<file path="config.mk">
export PLATFORM = sky130hd
export DESIGN_NAME = mpdmac_job_sched
export DESIGN_NICKNAME = d
export VERILOG_FILES = /design/src/rtl/mpdmac_sched_pkg.sv /design/src/rtl/mpdmac_rr_arbiter.sv /design/src/rtl/mpdmac_job_sched.sv
export SDC_FILE = /design/constraint.sdc
export NUM_CORES = 1
export LEC_CHECK = 0
export ABC_AREA = 1
export CORE_UTILIZATION = 23
export CTS_CLUSTER_SIZE = 40
export DETAILED_ROUTE_END_ITERATION = 10
export PLACE_DENSITY_LB_ADDON = 0.12
export REMOVE_ABC_BUFFERS = 1
export SLEW_MARGIN = 20
export SYNTH_ARGS = -nofsm -noshare
export SYNTH_HDL_FRONTEND = slang
export SYNTH_SLANG_ARGS = --single-unit
export TNS_END_PERCENT = 30
</file>
<file path="constraint.sdc">
create_clock -name clk -period 4.8 [get_ports clk]
set_input_delay 0.96 -clock clk [delete_from_list [all_inputs] [get_ports clk]]
set_output_delay 0.96 -clock clk [all_outputs]
set_load 0.005 [all_outputs]
</file>
<file path="src/rtl/mpdmac_sched_pkg.sv">
// Shared types and constants for the MPDMAC job scheduler.
package mpdmac_sched_pkg;

  localparam int unsigned ADDR_W    = 32;
  localparam int unsigned MW_W      = 6;
  localparam int unsigned STAT_W    = 2;
  localparam int unsigned CNT_W     = 16;
  localparam int unsigned MIN_WIDTH = 2;

  localparam logic [STAT_W-1:0] ST_OK        = 2'd0;
  localparam logic [STAT_W-1:0] ST_BAD_WIDTH = 2'd1;
  localparam logic [STAT_W-1:0] ST_TIMEOUT   = 2'd2;

  typedef enum logic [1:0] {
    IDLE  = 2'd0,
    START = 2'd1,
    BUSY  = 2'd2,
    RESP  = 2'd3
  } sched_state_e;

  typedef struct packed {
    logic [ADDR_W-1:0] src;
    logic [ADDR_W-1:0] dst;
    logic [MW_W-1:0]   width;
  } sched_job_t;

  // Width is legal when it fits the engine buffer and is at least MIN_WIDTH.
  function automatic logic width_ok(input logic [MW_W-1:0] w, input int unsigned max_w);
    return (32'(w) >= MIN_WIDTH) && (32'(w) <= max_w);
  endfunction

endpackage

</file>
<file path="src/rtl/mpdmac_rr_arbiter.sv">
// Combinational round-robin arbiter: first requester at or after rr_ptr wins.
module mpdmac_rr_arbiter #(
  parameter int unsigned NUM_REQ = 4,
  parameter int unsigned IDX_W   = 2
) (
  input  logic [NUM_REQ-1:0] req,
  input  logic [IDX_W-1:0]   rr_ptr,
  output logic [NUM_REQ-1:0] grant,
  output logic [IDX_W-1:0]   grant_idx,
  output logic               grant_any
);

  always_comb begin
    int unsigned j;
    grant     = '0;
    grant_idx = '0;
    grant_any = 1'b0;
    j         = 0;
    for (int unsigned k = 0; k < NUM_REQ; k++) begin
      j = (32'(rr_ptr) + k) % NUM_REQ;
      for (int unsigned i = 0; i < NUM_REQ; i++) begin
        if ((i == j) && !grant_any && req[i]) begin
          grant[i]  = 1'b1;
          grant_idx = IDX_W'(i);
          grant_any = 1'b1;
        end
      end
    end
  end

endmodule

</file>
<file path="src/rtl/mpdmac_job_sched.sv">
// Round-robin job scheduler in front of one MPDMAC padding engine.
// Optional watchdog enabled by defining MPDMAC_SCHED_TIMEOUT_EN.
module mpdmac_job_sched
  import mpdmac_sched_pkg::*;
#(
  parameter int unsigned NUM_REQ     = 4,
  parameter int unsigned ID_W        = 2,
  parameter int unsigned MAX_WIDTH   = 32,
  parameter int unsigned TIMEOUT_CYC = 65535
) (
  input  logic                  clk,
  input  logic                  rst_n,
  input  logic [NUM_REQ-1:0]    req_valid_i,
  output logic [NUM_REQ-1:0]    req_ready_o,
  input  logic [NUM_REQ*32-1:0] req_src_addr_i,
  input  logic [NUM_REQ*32-1:0] req_dst_addr_i,
  input  logic [NUM_REQ*6-1:0]  req_width_i,
  output logic [31:0]           eng_src_addr_o,
  output logic [31:0]           eng_dst_addr_o,
  output logic [5:0]            eng_mat_width_o,
  output logic                  eng_start_o,
  input  logic                  eng_done_i,
  output logic                  cmpl_valid_o,
  input  logic                  cmpl_ready_i,
  output logic [ID_W-1:0]       cmpl_id_o,
  output logic [1:0]            cmpl_status_o,
  output logic                  busy_o,
  output logic [15:0]           job_cnt_o
);

  if ((NUM_REQ < 2) || (NUM_REQ > 8)) begin : g_bad_num_req
    $error("NUM_REQ must be in 2..8");
  end
  if ((1 << ID_W) < NUM_REQ) begin : g_bad_id_w
    $error("ID_W too small for NUM_REQ");
  end
  if ((TIMEOUT_CYC < 1) || (TIMEOUT_CYC > 65535)) begin : g_bad_timeout
    $error("TIMEOUT_CYC must be in 1..65535");
  end

  sched_state_e      state, state_n;
  logic [ID_W-1:0]   rr_ptr;
  sched_job_t        job_q, job_sel;
  logic [ID_W-1:0]   id_q;
  logic [STAT_W-1:0] status_q;
  logic [CNT_W-1:0]  job_cnt_q;

  logic [NUM_REQ-1:0] grant;
  logic [ID_W-1:0]    grant_idx;
  logic               grant_any;
  logic               width_good;
  logic               cap_en;
  logic               done_ok;
  logic               tmo_hit;

  mpdmac_rr_arbiter #(
    .NUM_REQ (NUM_REQ),
    .IDX_W   (ID_W)
  ) u_arb (
    .req       (req_valid_i),
    .rr_ptr    (rr_ptr),
    .grant     (grant),
    .grant_idx (grant_idx),
    .grant_any (grant_any)
  );

  // Select the granted requester's job fields.
  always_comb begin
    job_sel = '0;
    for (int unsigned i = 0; i < NUM_REQ; i++) begin
      if (grant_idx == ID_W'(i)) begin
        job_sel.src   = req_src_addr_i[ADDR_W*i +: ADDR_W];
        job_sel.dst   = req_dst_addr_i[ADDR_W*i +: ADDR_W];
        job_sel.width = req_width_i[MW_W*i +: MW_W];
      end
    end
  end

  assign width_good = width_ok(job_sel.width, MAX_WIDTH);

`ifdef MPDMAC_SCHED_TIMEOUT_EN
  logic [15:0] wdog_q;
  logic        wdog_expired;

  assign wdog_expired = (wdog_q == 16'(TIMEOUT_CYC - 1));

  // Cleared while starting, counts each BUSY cycle.
  always_ff @(posedge clk or negedge rst_n) begin
    if (!rst_n) begin
      wdog_q <= '0;
    end else if (state == START) begin
      wdog_q <= '0;
    end else if (state == BUSY) begin
      wdog_q <= wdog_q + 16'(1);
    end
  end
`endif

  always_ff @(posedge clk or negedge rst_n) begin
    if (!rst_n) state <= IDLE;
    else        state <= state_n;
  end

  always_comb begin
    state_n     = state;
    req_ready_o = '0;
    cap_en      = 1'b0;
    done_ok     = 1'b0;
    tmo_hit     = 1'b0;
    case (state)
      IDLE: begin
        req_ready_o = grant;
        if (grant_any) begin
          cap_en  = 1'b1;
          state_n = width_good ? START : RESP;
        end
      end
      START: state_n = BUSY;
      BUSY: begin
        // A done in the expiry cycle still counts as success.
        if (eng_done_i) begin
          done_ok = 1'b1;
          state_n = RESP;
        end
`ifdef MPDMAC_SCHED_TIMEOUT_EN
        else if (wdog_expired) begin
          tmo_hit = 1'b1;
          state_n = RESP;
        end
`endif
      end
      RESP: begin
        if (cmpl_ready_i) state_n = IDLE;
      end
      default: state_n = IDLE;
    endcase
  end

  // Job capture, completion tag and round-robin pointer.
  always_ff @(posedge clk or negedge rst_n) begin
    if (!rst_n) begin
      rr_ptr   <= '0;
      job_q    <= '0;
      id_q     <= '0;
      status_q <= ST_OK;
    end else if (cap_en) begin
      rr_ptr   <= (grant_idx == ID_W'(NUM_REQ - 1)) ? '0 : grant_idx + ID_W'(1);
      job_q    <= job_sel;
      id_q     <= grant_idx;
      status_q <= width_good ? ST_OK : ST_BAD_WIDTH;
    end else if (done_ok) begin
      status_q <= ST_OK;
    end else if (tmo_hit) begin
      status_q <= ST_TIMEOUT;
    end
  end

  always_ff @(posedge clk or negedge rst_n) begin
    if (!rst_n)       job_cnt_q <= '0;
    else if (done_ok) job_cnt_q <= job_cnt_q + CNT_W'(1);
  end

  assign eng_src_addr_o  = job_q.src;
  assign eng_dst_addr_o  = job_q.dst;
  assign eng_mat_width_o = job_q.width;
  assign eng_start_o     = (state == START);
  assign busy_o          = (state != IDLE);
  assign cmpl_valid_o    = (state == RESP);
  assign cmpl_id_o       = id_q;
  assign cmpl_status_o   = status_q;
  assign job_cnt_o       = job_cnt_q;

endmodule

</file>
# --- Word level (Yosys, flattened, before mapping) ---
# Index checks and enable logic that the tools add are counted.
word_totals:
  wordCells: 156
  ff_bits: 94
  input_bits: 288
op_classes:
  muxes: 64
  n_reduce_logical: 56
  eq_ne: 21
  n_addsub: 5
  n_lt_le_gt_ge: 2
op_table:
  columns: ["operator", "n"]
  rows:
  - ["70-bit 2-to-1 mux", 4]
  - ["32-bit zero test", 4]
  - ["2-bit 2-to-1 mux", 21]
  - ["1-bit 2-to-1 mux", 37]
  - ["1-bit logical AND", 32]
  - ["16-bit by 1-bit adder with 16-bit output (second input constant)", 1]
  - ["2-bit == test (first input constant)", 8]
  - ["1-bit zero test", 15]
  - ["1-bit by 2-bit == test with 1-bit output (first input constant)", 4]
  - ["2-bit == test (second input constant)", 4]
  - ["2-bit case mux with 4 select lines", 1]
  - ["6-bit by 2-bit >= comparator with 1-bit output (second input constant)", 1]
  - ["6-bit less-or-equal comparator (second input constant)", 1]
  - ["2-bit by 1-bit adder with 2-bit output (second input constant)", 2]
  - ["2-bit adder (second input constant)", 2]
  - ["2-bit by 1-bit == test with 1-bit output (second input constant)", 2]
  - ["2-bit zero test", 2]
  - ["4-bit 2-to-1 mux", 1]
  - ["2-bit inequality test (second input constant)", 2]
  - ["2-bit nonzero test", 2]
  - ["3-bit AND reduction", 1]
  - ["2-bit by 1-bit inequality test with 1-bit output (second input constant)", 1]

# --- Logic depth before layout (Yosys ltp) ---
# Gate-level depths: netlist of run 1.
depth:
  depth_word: 73
  depth_mapped: 27
  depth_no_buf: 27

# --- Hierarchy ---
# Synthesis of run 1 repeated with hierarchy kept, for this count alone.
hier_totals:
  cells_unflattened: 858
  area_unflattened_um2: 6139.6
modules_own_cells:
  columns: ["module", "cells_each", "n_inst", "seq_area_each_um2", "area_per_inst_um2"]
  rows:
  - ["mpdmac_job_sched", 781, 1, 2327.2, 5736.8]
  - ["mpdmac_rr_arbiter", 77, 1, 0.0, 402.9]

# --- Least setup slack after synthesis of run 1 ---
# No wires, ideal clock.
synth_timing:
  path_kind: "input-to-reg"
  startpoint: "in req_valid_i[1]"
  endpoint: "reg job_q, in the netlist eng_src_addr_o[16]"
  setup_slack_ps: 936
  required_time_ps: 4717
  t_arrival_ps: 3781
  path_buffers: 3
  stages: 21
  setup_time_ps: 83
  path_cell_list: "nand3_1 > nand2_1 > nor2_4 > nand4_2 > nor2_2 > nand4_1 > nor2_2 > nand3_2 > inv_1 > o21ai_0 > nand2_1 > inv_1 > ha_1 > clkbuf_1 > nor2_1 > clkbuf_1 > clkbuf_1 > a22oi_1 > o21ai_0 > mux2i_1 > o21ai_0"
synth_between:
  elab_chain_len: 63
synth_lines:
  columns: ["item", "line_no", "source"]
  rows:
  - ["start, declared", "mpdmac_job_sched.sv:13", "input logic [NUM_REQ-1:0] req_valid_i,"]
  - ["1-bit logical AND", "mpdmac_rr_arbiter.sv:22", "if ((i == j) && !grant_any && req[i]) begin"]
  - ["1-bit 2-to-1 mux", "mpdmac_rr_arbiter.sv:22", null]
  - ["1-bit zero test", "mpdmac_rr_arbiter.sv:22", null]
  - ["1-bit logical AND (2 in series)", "mpdmac_rr_arbiter.sv:22", null]
  - ["1-bit 2-to-1 mux", "mpdmac_rr_arbiter.sv:22", null]
  - ["1-bit zero test", "mpdmac_rr_arbiter.sv:22", null]
  - ["1-bit logical AND (2 in series)", "mpdmac_rr_arbiter.sv:22", null]
  - ["1-bit 2-to-1 mux", "mpdmac_rr_arbiter.sv:22", null]
  - ["[43 not listed]", null, null]
  - ["1-bit 2-to-1 mux", "mpdmac_rr_arbiter.sv:22", null]
  - ["1-bit zero test", "mpdmac_rr_arbiter.sv:22", null]
  - ["1-bit logical AND (2 in series)", "mpdmac_rr_arbiter.sv:22", null]
  - ["2-bit 2-to-1 mux (*)", "mpdmac_rr_arbiter.sv:22", null]
  - ["net grant_idx[1]", "mpdmac_job_sched.sv:49", "logic [ID_W-1:0] grant_idx;"]
  - ["2-bit zero test", "mpdmac_job_sched.sv:71", "if (grant_idx == ID_W'(i)) begin"]
  - ["70-bit 2-to-1 mux (3 in series)", "mpdmac_job_sched.sv:71", null]
  - ["70-bit 2-to-1 mux (*)", "mpdmac_job_sched.sv:71", null]
  - ["end signal, assigned", "mpdmac_job_sched.sv:148", "job_q <= job_sel;"]
  - ["end, declared", "mpdmac_job_sched.sv:43", "sched_job_t job_q, job_sel;"]
# The timed path passes the listed nets; every way through them passes the cells marked *.
# A chain may end at the register's enable or synchronous reset.

# --- Final worst setup path of run 1 ---
layout_timing:
  startpoint: "in req_valid_i[1]"
  endpoint: "out req_ready_o[3]"
layout_between:
  elab_chain_len: 59
layout_lines:
  columns: ["item", "line_no", "source"]
  rows:
  - ["1-bit logical AND", "mpdmac_rr_arbiter.sv:22", null]
  - ["1-bit 2-to-1 mux", "mpdmac_rr_arbiter.sv:22", null]
  - ["1-bit zero test", "mpdmac_rr_arbiter.sv:22", null]
  - ["1-bit logical AND (2 in series)", "mpdmac_rr_arbiter.sv:22", null]
  - ["1-bit 2-to-1 mux", "mpdmac_rr_arbiter.sv:22", null]
  - ["1-bit zero test", "mpdmac_rr_arbiter.sv:22", null]
  - ["1-bit logical AND (2 in series)", "mpdmac_rr_arbiter.sv:22", null]
  - ["1-bit 2-to-1 mux", "mpdmac_rr_arbiter.sv:22", null]
  - ["[39 not listed]", null, null]
  - ["1-bit 2-to-1 mux", "mpdmac_rr_arbiter.sv:22", null]
  - ["1-bit zero test", "mpdmac_rr_arbiter.sv:22", null]
  - ["1-bit logical AND (2 in series)", "mpdmac_rr_arbiter.sv:22", null]
  - ["1-bit 2-to-1 mux", "mpdmac_rr_arbiter.sv:22", null]
  - ["1-bit zero test", "mpdmac_rr_arbiter.sv:22", null]
  - ["1-bit logical AND (2 in series)", "mpdmac_rr_arbiter.sv:22", null]
  - ["1-bit 2-to-1 mux (*)", "mpdmac_rr_arbiter.sv:22", null]
  - ["4-bit 2-to-1 mux (*)", "mpdmac_job_sched.sv:110", "case (state)"]
  - ["end, declared", "mpdmac_job_sched.sv:14", "output logic [NUM_REQ-1:0] req_ready_o,"]
# Mark *: on every way between the ends. The rest lies on a longest branch, timed or not.

==> metrics.cfg, run 1 <==
[run_status]
outcome=finished, final reports clean

[cells_and_area]
layout-drive-gt1-share=0.03826
fin_area_sq_mm=0.01056
fin_nets=1417
synthToLayoutAreaGrowth_pct=74.66
instances_no_fill=1455

[cts]
cts_tree=built
cts_resized=0
cts_setup_buffers=0
clk_latency_ns=0.35
numClockSinks=93
numCtsBuffers=9
clkSlewWorstSetupHoldPaths_ns=0.07
cts_buffer_depth=2
ctsHoldBuffers=0
htree_levels=3
root_buffer=clkbuf_16

[yosys]
synth_cells=765
async_flop_share=1.000
ys_ff_latch=93
yosysUniqueCellTypes=38
ys_seq_area_frac=0.3851
synth-main-ff-cell=dfrtp_1
synth_area_sq_mm=0.006043
synthTopCellsByArea=dfrtp_1 39%, nand2_1 13%, mux2i_1 11%
ys_warn_count=0
synthMostInstantiatedCell=nand2_1
avgSynthCellArea_sq_um=7.900
yosysTopAreaCell=dfrtp_1
synth_commonest_cells=208 x nand2_1, 93 x dfrtp_1, 73 x o21ai_0
synth_edf_count=0
synth_top_area_frac=0.3851

[sta]
worstMarginPinSlew_ns=0.7924
rsz0062_at_grt=false
setup_viol=0
hold_ws_ns=0.4759
skew_ns=0.01274
max_slew_margin=0.4717
clock.fmax_mhz=225.0
period_share=0.9260
slew_viol_final=0
period_needed_ns=4.445
hold_viol_final=0

[place]
dpl_cell_area_sq_mm=0.01024
gp_congestion=0.8637
place_hpwl_um=18940
numPortBuffers=383
dp.cells=1439

[power_and_ir_drop]
p_leak_uw=0.004251
power.density_mw_per_mm2=701.5
irDropWorstVdd_mv=0.4290

[grt]
track_usage=0.1820
antenna_found_initial=1
grt_pass1_wl_um=36940
grt.overflow.total=0
grt_pass1_vias=6535
grt_max_degree=83

[worst_hold_path]
hold_class=in -> async

[floorplan]
rows=58
dieWidth_um=164.1
fp.dieH_um=164.1
start_util=0.2373
ios=385
die_area_sq_mm=0.02693
core_sq_mm=0.02547

[worst_setup_path]
critPathCaptureType=output pin
critPathKind=in -> out
required_ns=3.84
critPathLaunchType=input pin
crit_fanout=6
arrival_ns=3.48

[run]
max_cap_violations=0

[detailed_routing]
vias=6481
drtIter0Drc=281
wl_per_cell_um=16.84
antenna_left=0
via_per_inst=4.454
routed_wl_um=24500
drc=0
dr.pass1.iters=4

## per-stage QoR
step / worst slack, ns / power, uW / util / setup TNS, ns
finish: 0.3554 / 7404 / 0.4144 / 0
global route: 0.1490 / 8141 / 0.4144 / 0
CTS: 0.3771 / 7570 / 0.4143 / 0
detailed placement: 0.1406 / 6740 / 0.4020 / 0
global placement: 0.3362 / 6720 / 0.4020 / 0
floorplan: -1.566 / 4550 / - / -91.59
## metal layers
metal  share of wire  GRT usage  wire (um)  vias up
met5               0          0          0        -
met4           0.025    0.06524        601        0
met3           0.075    0.04747       1848       29
met2            0.49     0.3170      11880      231
met1            0.41     0.2137      10170     2896
li1                -          -          -     3325
## state kept, by name (all words and copies together), names as in the netlist
signal / count
cmpl_id_o: 2
cmpl_status_o: 1
eng_mat_width_o: 6
rr_ptr: 2
state: 2
eng_dst_addr_o: 32
job_cnt_o: 16
eng_src_addr_o: 32
## cell families after synthesis
group | synth area share
AO/OA/AOI/OAI | 0.2122
XOR/XNOR | 0.02174
adder cells (fa/ha/maj) | 0.01863
buffers and inverters | 0.07184
flip-flops | 0.3851
multiplexers | 0.1079
other | 0.0006205
AND/OR/NAND/NOR | 0.1820
## area by class of cell
type | instances | area [sq um]
multi-input cells | 578 | 3317
flip-flops and latches | 93 | 2327
inverters | 40 | 150.1
clock buffers | 10 | 229.0
diodes | 1 | 2.502
fillers | 2580 | 14920
well taps | 330 | 412.9
repair buffers | 398 | 4031
clock inverters | 5 | 85.08
## cells in the final DEF (no fill, tap or decap), types with 2 or more instances in the layout
master           instances
nor2_4                   3
o21ai_0                 73
xnor2_1                  4
a22oi_1                 64
clkdlybuf4s50_1        382
a21oi_1                  5
nor3_1                   2
clkbuf_16                9
buf_4                    9
nor2_1                  25
ha_1                     6
dfrtp_1                 93
xor2_1                  11
ha_4                     2
nand3_1                 19
nor2_2                   2
inv_1                   39
a21o_1                   4
o21ai_1                 64
bufinv_16                2
nand4_1                  2
nand3b_1                 2
a31oi_1                  6
nand2_1                208
mux2i_1                 64
buf_12                   7
## critical path, stage by stage
cell	delay [ns]
clkdlybuf4s50_1	0.51
nand3_1	0.15
nand2_1	0.10
nor2_4	0.15
nand4_2	0.13
nor2_2	0.12
nand4_1	0.14
nor2_2	0.17
nand3_2	0.12
nor2_4	0.14
nand2_1	0.08
a31oi_1	0.18
clkdlybuf4s50_1	0.54
## power by group
part	leakage [uW]	switching [uW]	internal (uW)	total, uW
sequential	0.00119	188	1110	1300
clock	0.000149	328	457	785
combinational	0.00291	2930	2390	5320
## path summary, 6_finish.rpt
check	startpoint	end	slack [ns]	cells after the start
max	req_valid_i[1]	req_ready_o[3]	0.36	13
min	rst_n	eng_dst_addr_o[5]$_DFFE_PN0P_	0.48	1
max reg2reg	rr_ptr[1]$_DFFE_PN0P_	state[1]$_DFFE_PN0P_	1.10	27
min reg2reg	job_cnt_o[15]$_DFFE_PN0P_	job_cnt_o[15]$_DFFE_PN0P_	0.48	1
max in group asynchronous	rst_n	eng_dst_addr_o[4]$_DFFE_PN0P_	3.47	2
min in group clk	job_cnt_o[15]$_DFFE_PN0P_	job_cnt_o[15]$_DFFE_PN0P_	0.48	1
Note: power is estimated with default switching activity, not from simulation.
==> run 2: changes to the inputs <==
--- a/config.mk
+++ b/config.mk
@@ -9,6 +9,7 @@
 export CORE_UTILIZATION = 23
 export CTS_CLUSTER_SIZE = 40
 export DETAILED_ROUTE_END_ITERATION = 10
+export GPL_ROUTABILITY_DRIVEN = 0
 export PLACE_DENSITY_LB_ADDON = 0.12
 export REMOVE_ABC_BUFFERS = 1
 export SLEW_MARGIN = 20
==> results of run 2 <==
The final DEF is identical to that of run 1; final timing and power are the same.
